$ cat config.mk
export PLATFORM = sky130hd
export DESIGN_NAME = quadrature_volume
export DESIGN_NICKNAME = d
export VERILOG_FILES = /design/src/rtl/quadrature_pkg.sv /design/src/rtl/quadrature_channel.sv /design/src/rtl/quadrature_volume.sv
export SDC_FILE = /design/constraint.sdc
export NUM_CORES = 1
export LEC_CHECK = 0
export ABC_AREA = 1
export BUFFER_PORTS_ARGS = -buffer_cell sky130_fd_sc_hd__clkbuf_2
export CAP_MARGIN = 20
export CORE_ASPECT_RATIO = 0.9
export CORE_MARGIN = 8
export CORE_UTILIZATION = 45
export CTS_BUF_LIST = sky130_fd_sc_hd__clkbuf_4
export DETAILED_ROUTE_END_ITERATION = 12
export PLACE_DENSITY = 0.62
export SETUP_SLACK_MARGIN = 0.5
export SLEW_MARGIN = 20
export SYNTH_ARGS = -nofsm -noshare
export SYNTH_HDL_FRONTEND = slang
export SYNTH_HIERARCHICAL = 1
export SYNTH_SLANG_ARGS = --single-unit
export TNS_END_PERCENT = 100
$ cat constraint.sdc
create_clock -name Clk -period 3.4 [get_ports Clk]
set_input_delay 0.34 -clock Clk [delete_from_list [all_inputs] [get_ports Clk]]
set_output_delay 0.34 -clock Clk [all_outputs]
set_load 0.02 [all_outputs]
$ cat src/rtl/quadrature_pkg.sv
// Shared types and helpers for the quadrature volume front end.
// Combinational only; no latency or flow control.
// Position decode, step encoding and parameter legality checks.
package quadrature_pkg;

    typedef enum logic [1:0] {
        STEP_NONE = 2'd0,
        STEP_UP   = 2'd1,
        STEP_DOWN = 2'd2,
        STEP_ERR  = 2'd3
    } step_t;

    // Gray order 00,01,11,10 maps onto 0..3 by a Gray-to-binary conversion.
    function automatic logic [1:0] gray_index(input logic [1:0] pos);
        return {pos[1], pos[1] ^ pos[0]};
    endfunction

    function automatic logic [1:0] binary_index(input logic [1:0] pos);
        return pos;
    endfunction

    function automatic logic [1:0] pos_index(input logic [1:0] pos, input logic gray);
        return gray ? gray_index(pos) : binary_index(pos);
    endfunction

    function automatic step_t decode_step(input logic [1:0] old_pos, input logic [1:0] new_pos,
                                          input logic gray);
        logic [1:0] delta;
        step_t      step;
        delta = pos_index(new_pos, gray) - pos_index(old_pos, gray);
        case (delta)
            2'd1:    step = STEP_UP;
            2'd3:    step = STEP_DOWN;
            2'd2:    step = STEP_ERR;
            default: step = STEP_NONE;
        endcase
        return step;
    endfunction

    function automatic bit params_ok(input int detent, input int filter,
                                     input int vol_init, input int vol_max);
        return (detent == 1 || detent == 2 || detent == 4) &&
               (filter >= 1) && (filter <= 15) && (vol_init <= vol_max);
    endfunction

endpackage

$ cat src/rtl/quadrature_channel.sv
// One encoder channel: glitch filter, direction decode, detent accumulator, volume.
// Outputs register one cycle after the accepting sample tick.
// No backpressure; pulses are fire-and-forget.
module quadrature_channel
    import quadrature_pkg::*;
#(
    parameter int FILTER   = 2,
    parameter int DETENT   = 4,
    parameter int GRAY     = 1,
    parameter int VOL_BITS = 8,
    parameter int VOL_MAX  = 255,
    parameter int VOL_INIT = 128
) (
    input  logic                Clk,
    input  logic                nReset,
    input  logic                tick,
    input  logic [1:0]          sample,
    input  logic                clear,
    output logic                up,
    output logic                down,
    output logic                error,
    output logic [VOL_BITS-1:0] volume
);

    localparam logic [3:0]          FILT     = 4'(FILTER);
    localparam logic signed [3:0]   ACC_TOP  = $signed(4'(DETENT - 1));
    localparam logic [VOL_BITS-1:0] V_MAX    = VOL_BITS'(VOL_MAX);
    localparam logic [VOL_BITS-1:0] V_INIT   = VOL_BITS'(VOL_INIT);

    logic [1:0]        candidate, stable, cand_nx;
    logic [3:0]        run, run_nx;
    logic              valid, accept;
    logic signed [3:0] acc;
    step_t             step;

    always_comb begin
        cand_nx = candidate;
        run_nx  = run;
        step    = STEP_NONE;
        if (sample == candidate) begin
            run_nx = (run >= FILT) ? FILT : run + 4'd1;
        end else begin
            cand_nx = sample;
            run_nx  = 4'd1;
        end
        // The first settled state after reset only seeds stable; it is not a step.
        accept = tick && (run_nx == FILT) && (!valid || cand_nx != stable);
        if (accept && valid)
            step = decode_step(stable, cand_nx, GRAY != 0);
    end

    always_ff @(posedge Clk) begin
        if (!nReset) begin
            candidate <= 2'b00;
            run       <= 4'd0;
            stable    <= 2'b00;
            valid     <= 1'b0;
            acc       <= 4'sd0;
            volume    <= V_INIT;
            up        <= 1'b0;
            down      <= 1'b0;
            error     <= 1'b0;
        end else begin
            up    <= 1'b0;
            down  <= 1'b0;
            error <= (step == STEP_ERR);
            if (tick) begin
                candidate <= cand_nx;
                run       <= run_nx;
            end
            if (accept) begin
                stable <= cand_nx;
                valid  <= 1'b1;
            end
            if (clear) begin
                acc    <= 4'sd0;
                volume <= V_INIT;
            end else if (step == STEP_UP) begin
                if (acc == ACC_TOP) begin
                    acc <= 4'sd0;
                    up  <= 1'b1;
                    if (volume < V_MAX)
                        volume <= volume + VOL_BITS'(1);
                end else begin
                    acc <= acc + 4'sd1;
                end
            end else if (step == STEP_DOWN) begin
                if (acc == -ACC_TOP) begin
                    acc  <= 4'sd0;
                    down <= 1'b1;
                    if (volume != '0)
                        volume <= volume - VOL_BITS'(1);
                end else begin
                    acc <= acc - 4'sd1;
                end
            end
        end
    end

endmodule

$ cat src/rtl/quadrature_volume.sv
// Multi-channel quadrature encoder volume control: synchronisers, shared prescaler, channels.
// Input reaches the filter after 2 cycles; events appear one cycle after the accepting tick.
// No backpressure; all outputs are unconditional pulses or levels.
module quadrature_volume
    import quadrature_pkg::*;
#(
    parameter int CHANNELS    = 2,
    parameter int SAMPLE_BITS = 20,
    parameter int FILTER      = 2,
    parameter int DETENT      = 4,
    parameter int GRAY        = 1,
    parameter int VOL_BITS    = 8,
    parameter int VOL_MAX     = 255,
    parameter int VOL_INIT    = 128
) (
    input  logic                         Clk,
    input  logic                         nReset,
    input  logic [2*CHANNELS-1:0]        Input,
    input  logic [CHANNELS-1:0]          Clear,
    output logic [CHANNELS-1:0]          Up,
    output logic [CHANNELS-1:0]          Down,
    output logic [CHANNELS-1:0]          Error,
    output logic [CHANNELS*VOL_BITS-1:0] Volume
);

    generate
        if (!params_ok(DETENT, FILTER, VOL_INIT, VOL_MAX)) begin : g_bad_params
            $error("quadrature_volume: illegal DETENT/FILTER/VOL_INIT parameters");
        end
    endgenerate

    logic [2*CHANNELS-1:0]  sync_a, sync_b;
    logic [SAMPLE_BITS-1:0] prescale;
    logic                   tick;

    assign tick = &prescale;

    always_ff @(posedge Clk) begin
        if (!nReset) begin
            sync_a   <= '0;
            sync_b   <= '0;
            prescale <= '0;
        end else begin
            sync_a   <= Input;
            sync_b   <= sync_a;
            prescale <= prescale + SAMPLE_BITS'(1);
        end
    end

    for (genvar c = 0; c < CHANNELS; c++) begin : g_chan
        quadrature_channel #(
            .FILTER   (FILTER),
            .DETENT   (DETENT),
            .GRAY     (GRAY),
            .VOL_BITS (VOL_BITS),
            .VOL_MAX  (VOL_MAX),
            .VOL_INIT (VOL_INIT)
        ) u_chan (
            .Clk    (Clk),
            .nReset (nReset),
            .tick   (tick),
            .sample (sync_b[2*c +: 2]),
            .clear  (Clear[c]),
            .up     (Up[c]),
            .down   (Down[c]),
            .error  (Error[c]),
            .volume (Volume[VOL_BITS*c +: VOL_BITS])
        );
    end

endmodule

==> results.yml <==
timing:
  slew_headroom_pct: 71.3
  fmax_mhz: 332
  rsz0062_at_grt: "yes"
  slew_violations: 0
  worst_pin_slew_ns: 0.430
  finalCritPeriodShare_pct: 88.6
  setup_tns_ns: 0
  period_minus_slack_ns: 3.01
  setup_viol: 0
  clock_skew_ns: 0.0138
  hold_viol: 0
floorplan:
  core-area_sq_mm: 0.0102
  initial_core_util_pct: 45.9
  die-area_sq_mm: 0.0139
  die_h_um: 113
  rows: 35
  ioPinCount: 30
  die_w_um: 124
power:
  p_leak_uw: 0.00277
  powerDensity_mw_per_mm2: 278
  irDropWorstVdd_mv: 0.203
grt:
  grt_pass1_wl_mm: 17.8
  grt_max_degree: 20
  antenna_found_initial: 0
  grt_usage_pct: 15.5
  grt_overflow_total: 0
  grt_pass1_vias: 4095
drt:
  wl_met1_mm: 4.58
  vias: 4255
  drc: 0
  top_layer: "met4"
  wl_per_cell_um: 12.0
  drt_wl_total_mm: 10.3
  detail_route.vias_per_cell: 4.94
  drt_first_pass_iters: 4
  dr_wl_met2_mm: 5.15
  final_antenna_net_count: 0
  dr_wl_met3_um: 436
  drtIter0Drc: 230
yosys:
  ys_types: 39
  syn_inst: 652
  synth_edf_count: 0
  synthArstFlopShare_pct: 0
  synth_area_sq_mm: 0.00469
  postSynthAreaPerCell_sq_um: 7.19
  syn-num-nets: 699
  synth_ff_type: "dfxtp_1"
  yosys_warnings: 6
  ys_ff_latch: 76
  ys_seq_area_share_pct: 32.5
cts:
  cts_inserted_buffers: 9
  cts_tree: "built"
  h-tree-depth: 3
  clk_latency_ns: 0.45
  clockBufferDepth: 2
  cts_sinks: 76
  clock-root-buffer: "clkbuf_4"
  postCtsHoldBufs: 0
  path_clk_slew_ns: 0.15
critical_path:
  cp_top_family: "simple AND/OR/NAND/NOR gates"
  arrival_ns: 3.36
  cp_max_fo: 5
  worstPathRequired_ns: 3.75
  slowest_stage: "dfxtp_4"
  cp.buffers_inverters: 2
  startpoint_type: "flop"
  cp-end-kind: "flop"
  slowest_delay_ns: 0.39
  criticalPathCategory: "reg -> reg"
  cp_cell_sequence: "ha_4 -> nand2_4 -> nor2_4 -> nand2_4 -> nor2_8 -> nand3_2 -> nor2_1 -> buf_4 -> nand2_4 -> nor2_4 -> nand3_4 -> nor3_4 -> ha_4 -> inv_8 -> ha_4 -> nand2_2 -> or2_4 -> nand4_1 -> nand2_1 -> nor2_1 -> nor2_1"
place:
  dp_hpwl_mm: 7.38
  numPortBuffers: 29
  postPlaceCellArea_sq_mm: 0.00525
  gp_congestion: 0.848
layout:
  antennaDiodeCount: 0
  drive_above_1_share_pct: 30.2
  syn2layout_area_growth_pct: 27.1
  nNetsFinal: 775
  final_common_cell: "nand2_1"
  layout_common_cells: "nand2_1, nor2_1, inv_1, dfxtp_1, buf_4"
  fill_cells: 954
  design_area_sq_mm: 0.00596
run_status:
  status: "finished, final reports clean"
hold_path:
  hold_class: "in -> reg"
flow_run:
  max_cap_violations: 0
==> layer usage <==
| metal | global-route usage (%) | vias to the layer above |
|---|---|---|
| li1 | - | 2240 |
| met1 | 18.0 | 1925 |
| met5 | 0 | - |
| met2 | 26.7 | 72 |
| met4 | 5.61 | 0 |
| met3 | 3.88 | 18 |
==> final timing paths <==
path              slack (ns)              startpoint  cells after the start                                       to
hold reg to reg         0.42    sync_a[3]$_SDFF_PN0_                      2                     sync_b[3]$_SDFF_PN0_
setup reg to reg        0.39  prescale[0]$_SDFF_PN0_                     21  g_chan[0].u_chan/volume[6]$_SDFFE_PP0P_
hold / removal          0.06                Input[3]                      3                     sync_a[3]$_SDFF_PN0_
setup / recovery        0.39  prescale[0]$_SDFF_PN0_                     21  g_chan[0].u_chan/volume[6]$_SDFFE_PP0P_
==> registers in the layout, indices dropped and copies added (netlist names), 4 cells and up <==
register / count
prescale: 20
g_chan.u_chan/stable: 4
sync_a: 4
g_chan.u_chan/acc: 8
sync_b: 4
g_chan.u_chan/volume: 16
g_chan.u_chan/run: 8
g_chan.u_chan/candidate: 4
==> stage by stage <==
stage	power, uW	worst slack [ns]	hold WS, ns	util [%]	std cells
final	1650	0.389	0.0606	58.4	862
after global routing	1730	0.151	0.0190	58.4	862
after CTS	1680	0.385	0.0276	56.7	851
after detailed placement	988	0.0946	0.401	51.4	804
after global placement	987	0.175	0.396	51.4	804
after floorplan	972	0.352	0.390	-	652
==> synthesized netlist by cell type, types with 6 or more instances <==
library cell | number | area [sq um]
dfxtp_1 | 76 | 1520
nor2_1 | 95 | 357
inv_1 | 79 | 297
o21ai_1 | 7 | 35.0
nand2_1 | 123 | 462
o21ai_0 | 19 | 95.1
xnor2_1 | 12 | 105
nand3_2 | 7 | 70.1
o211ai_1 | 6 | 45.0
nand2_4 | 6 | 67.6
nor2_4 | 6 | 67.6
a21oi_1 | 39 | 195
xor2_1 | 11 | 96.3
ha_1 | 37 | 463
nand4_1 | 14 | 87.6
nand3_1 | 42 | 210
inv_2 | 17 | 63.8
nor2_2 | 9 | 56.3
==> kinds of logic after synthesis <==
family / after synthesis / share of synthesized area, %
AO/OA/AOI/OAI: 80 / 9.24
adder cells (fa/ha/maj): 39 / 10.7
flip-flops: 76 / 32.5
AND/OR/NAND/NOR: 326 / 34.0
XOR/XNOR: 23 / 4.30
buffers and inverters: 108 / 9.24
==> final cells by class <==
class / count / area (sq um) / share of cell area (%)
Timing Repair inverter: 1 / 8.76 / 0.147
Timing Repair Buffer: 73 / 495 / 8.32
Multi-Input combinational cell: 468 / 3170 / 53.2
Clock inverter: 7 / 106 / 1.79
Tap cell: 129 / 161 / 2.71
Clock buffer: 9 / 67.6 / 1.13
Sequential cell: 76 / 1540 / 25.9
Inverter: 99 / 405 / 6.81
==> report_power, final <==
part | switching (uW) | internal, uW
combinational | 42.6 | 27.0
clock | 368 | 311
sequential | 7.05 | 897
total | 418 | 1230
==> tightest hold or removal path, delay by kind of cell <==
family	cells	cell delay, ns
buffers and inverters	2	0.11
AND/OR/NAND/NOR	1	0.04
==> repair_timing <==
action	4_1_cts	5_1_grt
pin swaps	28	14
gates resized for setup	31	29
gates cloned	1	0
setup endpoints to repair	18	18
setup buffers	30	11
Power figures use the tool's default switching activity.
